`src/rtl/counter_pkg.sv`:
```
// Shared types and helpers for the up/down modulus counter family.
// Configuration macro used by the counter: MOD_COUNTER_PRESCALE_EN.
package counter_pkg;

   // Count direction as presented on up_dn.
   typedef enum logic {
      CNT_DOWN = 1'b0,
      CNT_UP   = 1'b1
   } cnt_dir_e;

   // Boundary behaviour as presented on sat_mode.
   typedef enum logic {
      CNT_WRAP = 1'b0,
      CNT_SAT  = 1'b1
   } cnt_mode_e;

   // Width of a prescaler that counts 0..ratio-1, never less than one bit.
   function automatic int prescale_width(input int ratio);
      int w;
      w = 1;
      for (int i = 1; i <= 8; i++) begin
         if ((32'd1 << i) < ratio) begin
            w = i + 1;
         end
      end
      return w;
   endfunction

endpackage

```
`src/rtl/cnt_prescaler.sv`:
```
// Enable divider: produces one tick every PRESCALE enabled cycles.
// Only instantiated when MOD_COUNTER_PRESCALE_EN is defined.
module cnt_prescaler
   import counter_pkg::*;
#(
   parameter int PRESCALE = 4
) (
   input  logic clk,
   input  logic reset,
   input  logic enable,
   output logic tick
);

   localparam int            PW     = prescale_width(PRESCALE);
   localparam logic [PW-1:0] LAST_C = PW'(PRESCALE - 1);
   localparam logic [PW-1:0] ZERO_C = {PW{1'b0}};
   localparam logic [PW-1:0] ONE_C  = PW'(1);

   logic [PW-1:0] pre_r;
   logic [PW-1:0] pre_nxt_s;
   logic          at_last_s;

   // Advance on enabled cycles, returning to zero after the last phase.
   always_comb begin
      pre_nxt_s = pre_r;
      at_last_s = (pre_r == LAST_C);
      if (enable) begin
         if (at_last_s) begin
            pre_nxt_s = ZERO_C;
         end else begin
            pre_nxt_s = pre_r + ONE_C;
         end
      end else begin
         pre_nxt_s = pre_r;
      end
   end

   // Prescaler phase register.
   always_ff @(posedge clk or posedge reset) begin
      if (reset) begin
         pre_r <= ZERO_C;
      end else begin
         pre_r <= pre_nxt_s;
      end
   end

   // Tick is qualified by enable so a held prescaler never fires.
   assign tick = enable & at_last_s;

endmodule

```
`src/rtl/mod_updown_counter.sv`:
```
// Runtime-modulus up/down counter with load, wrap/saturate, terminal-count
// pulse and sticky overflow flag.
// Optional enable prescaler is compiled in with MOD_COUNTER_PRESCALE_EN.
module mod_updown_counter
   import counter_pkg::*;
#(
   parameter int WIDTH    = 8,
   parameter int PRESCALE = 4
) (
   input  logic             clk,
   input  logic             reset,
   input  logic             enable,
   input  logic             up_dn,
   input  logic             sat_mode,
   input  logic             load,
   input  logic [WIDTH-1:0] load_val,
   input  logic [WIDTH-1:0] mod_val,
   input  logic             clr_flag,
   output logic [WIDTH-1:0] count,
   output logic             tc,
   output logic             ovf
);

   localparam logic [WIDTH-1:0] ZERO_C     = {WIDTH{1'b0}};
   localparam logic [WIDTH-1:0] ONE_C      = WIDTH'(1);
   localparam logic [WIDTH-1:0] ALL_ONES_C = {WIDTH{1'b1}};

   logic [WIDTH-1:0] count_r;
   logic [WIDTH-1:0] count_nxt_s;
   logic [WIDTH-1:0] max_s;
   logic             tc_r;
   logic             ovf_r;
   logic             ovf_nxt_s;
   logic             tick_s;
   logic             step_s;
   logic             boundary_s;
   cnt_dir_e         dir_s;
   cnt_mode_e        mode_s;

   assign dir_s  = cnt_dir_e'(up_dn);
   assign mode_s = cnt_mode_e'(sat_mode);

`ifdef MOD_COUNTER_PRESCALE_EN
   cnt_prescaler #(
      .PRESCALE (PRESCALE)
   ) u_prescaler (
      .clk    (clk),
      .reset  (reset),
      .enable (enable),
      .tick   (tick_s)
   );
`else
   assign tick_s = 1'b1;
`endif

   assign step_s = enable & tick_s;

   // Largest legal count; a zero modulus selects the full 2^WIDTH range.
   always_comb begin
      if (mod_val == ZERO_C) begin
         max_s = ALL_ONES_C;
      end else begin
         max_s = mod_val - ONE_C;
      end
   end

   // Next count and boundary detection: load beats step, step beats hold.
   always_comb begin
      count_nxt_s = count_r;
      boundary_s  = 1'b0;
      if (load) begin
         if (load_val > max_s) begin
            count_nxt_s = max_s;
         end else begin
            count_nxt_s = load_val;
         end
      end else if (step_s) begin
         case (dir_s)
            CNT_UP: begin
               if (count_r < max_s) begin
                  count_nxt_s = count_r + ONE_C;
               end else begin
                  boundary_s  = 1'b1;
                  count_nxt_s = (mode_s == CNT_SAT) ? max_s : ZERO_C;
               end
            end
            CNT_DOWN: begin
               if (count_r == ZERO_C) begin
                  boundary_s  = 1'b1;
                  count_nxt_s = (mode_s == CNT_SAT) ? ZERO_C : max_s;
               end else if (count_r > max_s) begin
                  // Modulus was lowered under the count: pull back in range.
                  count_nxt_s = max_s;
               end else begin
                  count_nxt_s = count_r - ONE_C;
               end
            end
            default: begin
               count_nxt_s = count_r;
            end
         endcase
      end else begin
         count_nxt_s = count_r;
      end
   end

   // Sticky overflow: a boundary hit outranks a simultaneous clear.
   always_comb begin
      if (boundary_s) begin
         ovf_nxt_s = 1'b1;
      end else if (clr_flag) begin
         ovf_nxt_s = 1'b0;
      end else begin
         ovf_nxt_s = ovf_r;
      end
   end

   // Output registers; tc is a one-cycle echo of the boundary step.
   always_ff @(posedge clk or posedge reset) begin
      if (reset) begin
         count_r <= ZERO_C;
         tc_r    <= 1'b0;
         ovf_r   <= 1'b0;
      end else begin
         count_r <= count_nxt_s;
         tc_r    <= boundary_s;
         ovf_r   <= ovf_nxt_s;
      end
   end

   assign count = count_r;
   assign tc    = tc_r;
   assign ovf   = ovf_r;

endmodule

```
`config.mk`:
```
export PLATFORM = sky130hd
export DESIGN_NAME = mod_updown_counter
export DESIGN_NICKNAME = d
export VERILOG_FILES = /design/src/rtl/counter_pkg.sv /design/src/rtl/cnt_prescaler.sv /design/src/rtl/mod_updown_counter.sv
export SDC_FILE = /design/constraint.sdc
export NUM_CORES = 1
export LEC_CHECK = 0
export CAP_MARGIN = 10
export CORE_MARGIN = 4
export CORE_UTILIZATION = 49
export CTS_CLUSTER_DIAMETER = 30
export DETAILED_ROUTE_END_ITERATION = 10
export PLACE_DENSITY = 0.75
export SYNTH_ARGS = -nofsm -noshare
export SYNTH_HDL_FRONTEND = slang
export SYNTH_SLANG_ARGS = --single-unit
export TNS_END_PERCENT = 10
```
`constraint.sdc`:
```
create_clock -name clk -period 2.5 [get_ports clk]
set_clock_uncertainty 0.15 [all_clocks]
set_input_delay 0.25 -clock clk [delete_from_list [all_inputs] [get_ports clk]]
set_output_delay 0.25 -clock clk [all_outputs]
set_load 0.1 [all_outputs]
```
==> flow_metrics.tcl <==
set metrics [dict create \
    status "finished, violations left" \
    failed_checks "negative setup slack" \
    netlist.area_leader.share_pct 13.1 \
    p_leak_nw 1.43 \
    ys_warn_count 0 \
    yosysSeqAreaShare_pct 13.1 \
    synth_cell_types 61 \
    num_rows 22 \
    finalCritPeriodShare_pct 115 \
    synth_area_mm2 0.00191 \
    die_height_um 70.4 \
    dp_cells 393 \
    synth_edf_count 0 \
    dp_hpwl_um 5890 \
    p_per_area_mw_per_mm2 562 \
    cp_max_fo 5 \
    htree_levels 1 \
    numCtsBuffers 3 \
    wl_um 8820 \
    overflow 0 \
    gp_congestion 0.971 \
    layout.cell_area.non_filler_mm2 0.00321 \
    synth_common_cells "19 x ha_1, 18 x inv_1, 16 x a21oi_1" \
    ys_async_sr_fraction_pct 100 \
    drc_errors 0 \
    dieWidth_um 70.4 \
    initial_utilization_pct 51.3 \
    grt_pass1_vias 2483 \
    synth_ff_type "dfrtp_1" \
    dr.first_iter.drc_count 428 \
    grt_setup_unrepaired "yes" \
    fin_cells 404 \
    start_kind "input pin" \
    finalSetupViolCount 10 \
    arrival_ns 2.85 \
    dp_slack_ns -1.16 \
    hold-worst-slack_ns 0.191 \
    hold_violations 0 \
    core_mm2 0.00372 \
    cts_root_buf "clkbuf_8" \
    grt_max_degree 11 \
    ys_ff_latch 10 \
    layout-drive-gt1-share_pct 46.3 \
    clock_sinks 10 \
    synthMostInstantiatedCell "ha_1" \
    antenna_cells 0 \
    finalSetupTns_ns -2.94 \
    syn_inst 249 \
    netlist_top_cells_area "dfrtp_1 13%, ha_1 12%, a21oi_1 4.2%" \
    ant_nets 0 \
    maxSlewHeadroom_pct 66.5 \
    power_mw 1.80 \
    synth_top_area_cell "dfrtp_1" \
    syn2layout_area_growth_pct 68.3 \
    fmax_ghz 0.347 \
    crit_required_ns 2.47 \
    dieArea_mm2 0.00496 \
    cts_max_path_buffers 2 \
    fin_ws_ns -0.383 \
    layout.nets 399 \
    drv_slew 0 \
    ioPinCount 33 \
    cp-end-kind "flip-flop" \
    dr.pass1.iters 5 \
    syn_nets 291 \
    maxCapViolCount 0 \
    io_buffer_count 32 \
    vdd.ir_drop.worst_uv 478 \
    tightest_slew_ns 0.503 \
    via_per_inst 6.70 \
    place_area_mm2 0.00282 \
    fin_crit_ns 2.88 \
    grt_use_total_pct 31.9 \
    utilization_pct 86.4 \
    num_vias 2708 \
    hp-class "input pin to asynchronous set/reset pin" \
    antenna_found_initial 0 \
    worst-setup-path-type "input pin to flip-flop" \
    grt_pass1_wl_um 12400 \
    clock_latency_ns 0.25 \
    cts_tree "built" \
    avgSynthCellArea_um2 7.66 \
    clk_pin_slew_ns 0.06 \
    wl_per_cell_um 21.8 \
]
[worst max-delay path, stage by stage]
cell and delay [ns]:
buf_8 0.10, inv_6 0.05, ha_2 0.18, nor2b_4 0.20
nand3_4 0.12, nand2_2 0.10, inv_1 0.07, ha_1 0.31
o21a_1 0.14, o31ai_2 0.09, a21oi_4 0.26, buf_4 0.16
a21oi_1 0.05, o211a_1 0.23, a2111oi_2 0.39, o31ai_1 0.13
[path summary, 6_finish.rpt]
| check | start | to | slack, ns | cells after the start |
|---|---|---|---|---|
| worst max-delay path | mod_val[0] | count[6] | -0.38 | 16 |
| worst min-delay path | reset | count[1] | 0.19 | 2 |
| max in group asynchronous | reset | count[4] | 1.65 | 2 |
| worst max register to register | count[2] | count[6] | -0.17 | 6 |
| min in group clk | ovf | ovf | 0.35 | 1 |
| worst min register to register | ovf | ovf | 0.35 | 1 |
[cell families after synthesis]
family,Yosys count,share of synthesized area [%]
flip-flops,10,13.1
multiplexers,8,4.33
AND/OR/NAND/NOR,84,25.0
AO/OA/AOI/OAI,83,31.9
buffers and inverters,32,7.21
adder cells (fa/ha/maj),19,12.5
XOR/XNOR,13,5.97
[registers in the layout, summed over array words and instances (netlist names)]
register	count
ovf	1
count	8
tc	1
[report_power, final]
| part | internal, mW | switching (mW) |
|---|---|---|
| clock network | 0.113 | 0.0798 |
| registers | 0.192 | 0.0272 |
| logic | 0.595 | 0.798 |
| total | 0.899 | 0.905 |
[cell usage in the layout, fill, tap and decap left out, drive strengths merged, types with 4 or more instances in the layout]
master,n
nor2,15
a211oi,8
a22oi,4
buf,98
nor3,12
o21ai,13
mux2i,6
a21o,5
nor2b,5
ha,19
a21oi,16
clkbuf,5
nand3,13
and3,5
nand2,11
clkdlybuf4s50,14
dfrtp,10
xnor2,8
xor2,5
nor4,4
a31oi,5
inv,18
[metal layers]
metal / GRT usage (%) / part of all wire, %
met4: 9.36 / 4.1
met2: 51.8 / 46
met1: 43.6 / 39
met3: 4.17 / 10
met5: 0 / 0
[timing repair]
action	in CTS	in global routing
endpoints found under the hold margin	0	0
pin swaps	20	17
endpoints found under the setup margin	10	10
buffers inserted	6	1
resized for setup	54	42
hold buffers	0	0
[cell type report]
type	instances	area, um^2
multi-input combinational	207	1830
clock buffer	4	45.0
fill	215	504
timing repair buffer	116	947
tap	48	60.1
sequential	10	255
inverter	19	78.8
Power figures use the tool's default switching activity.
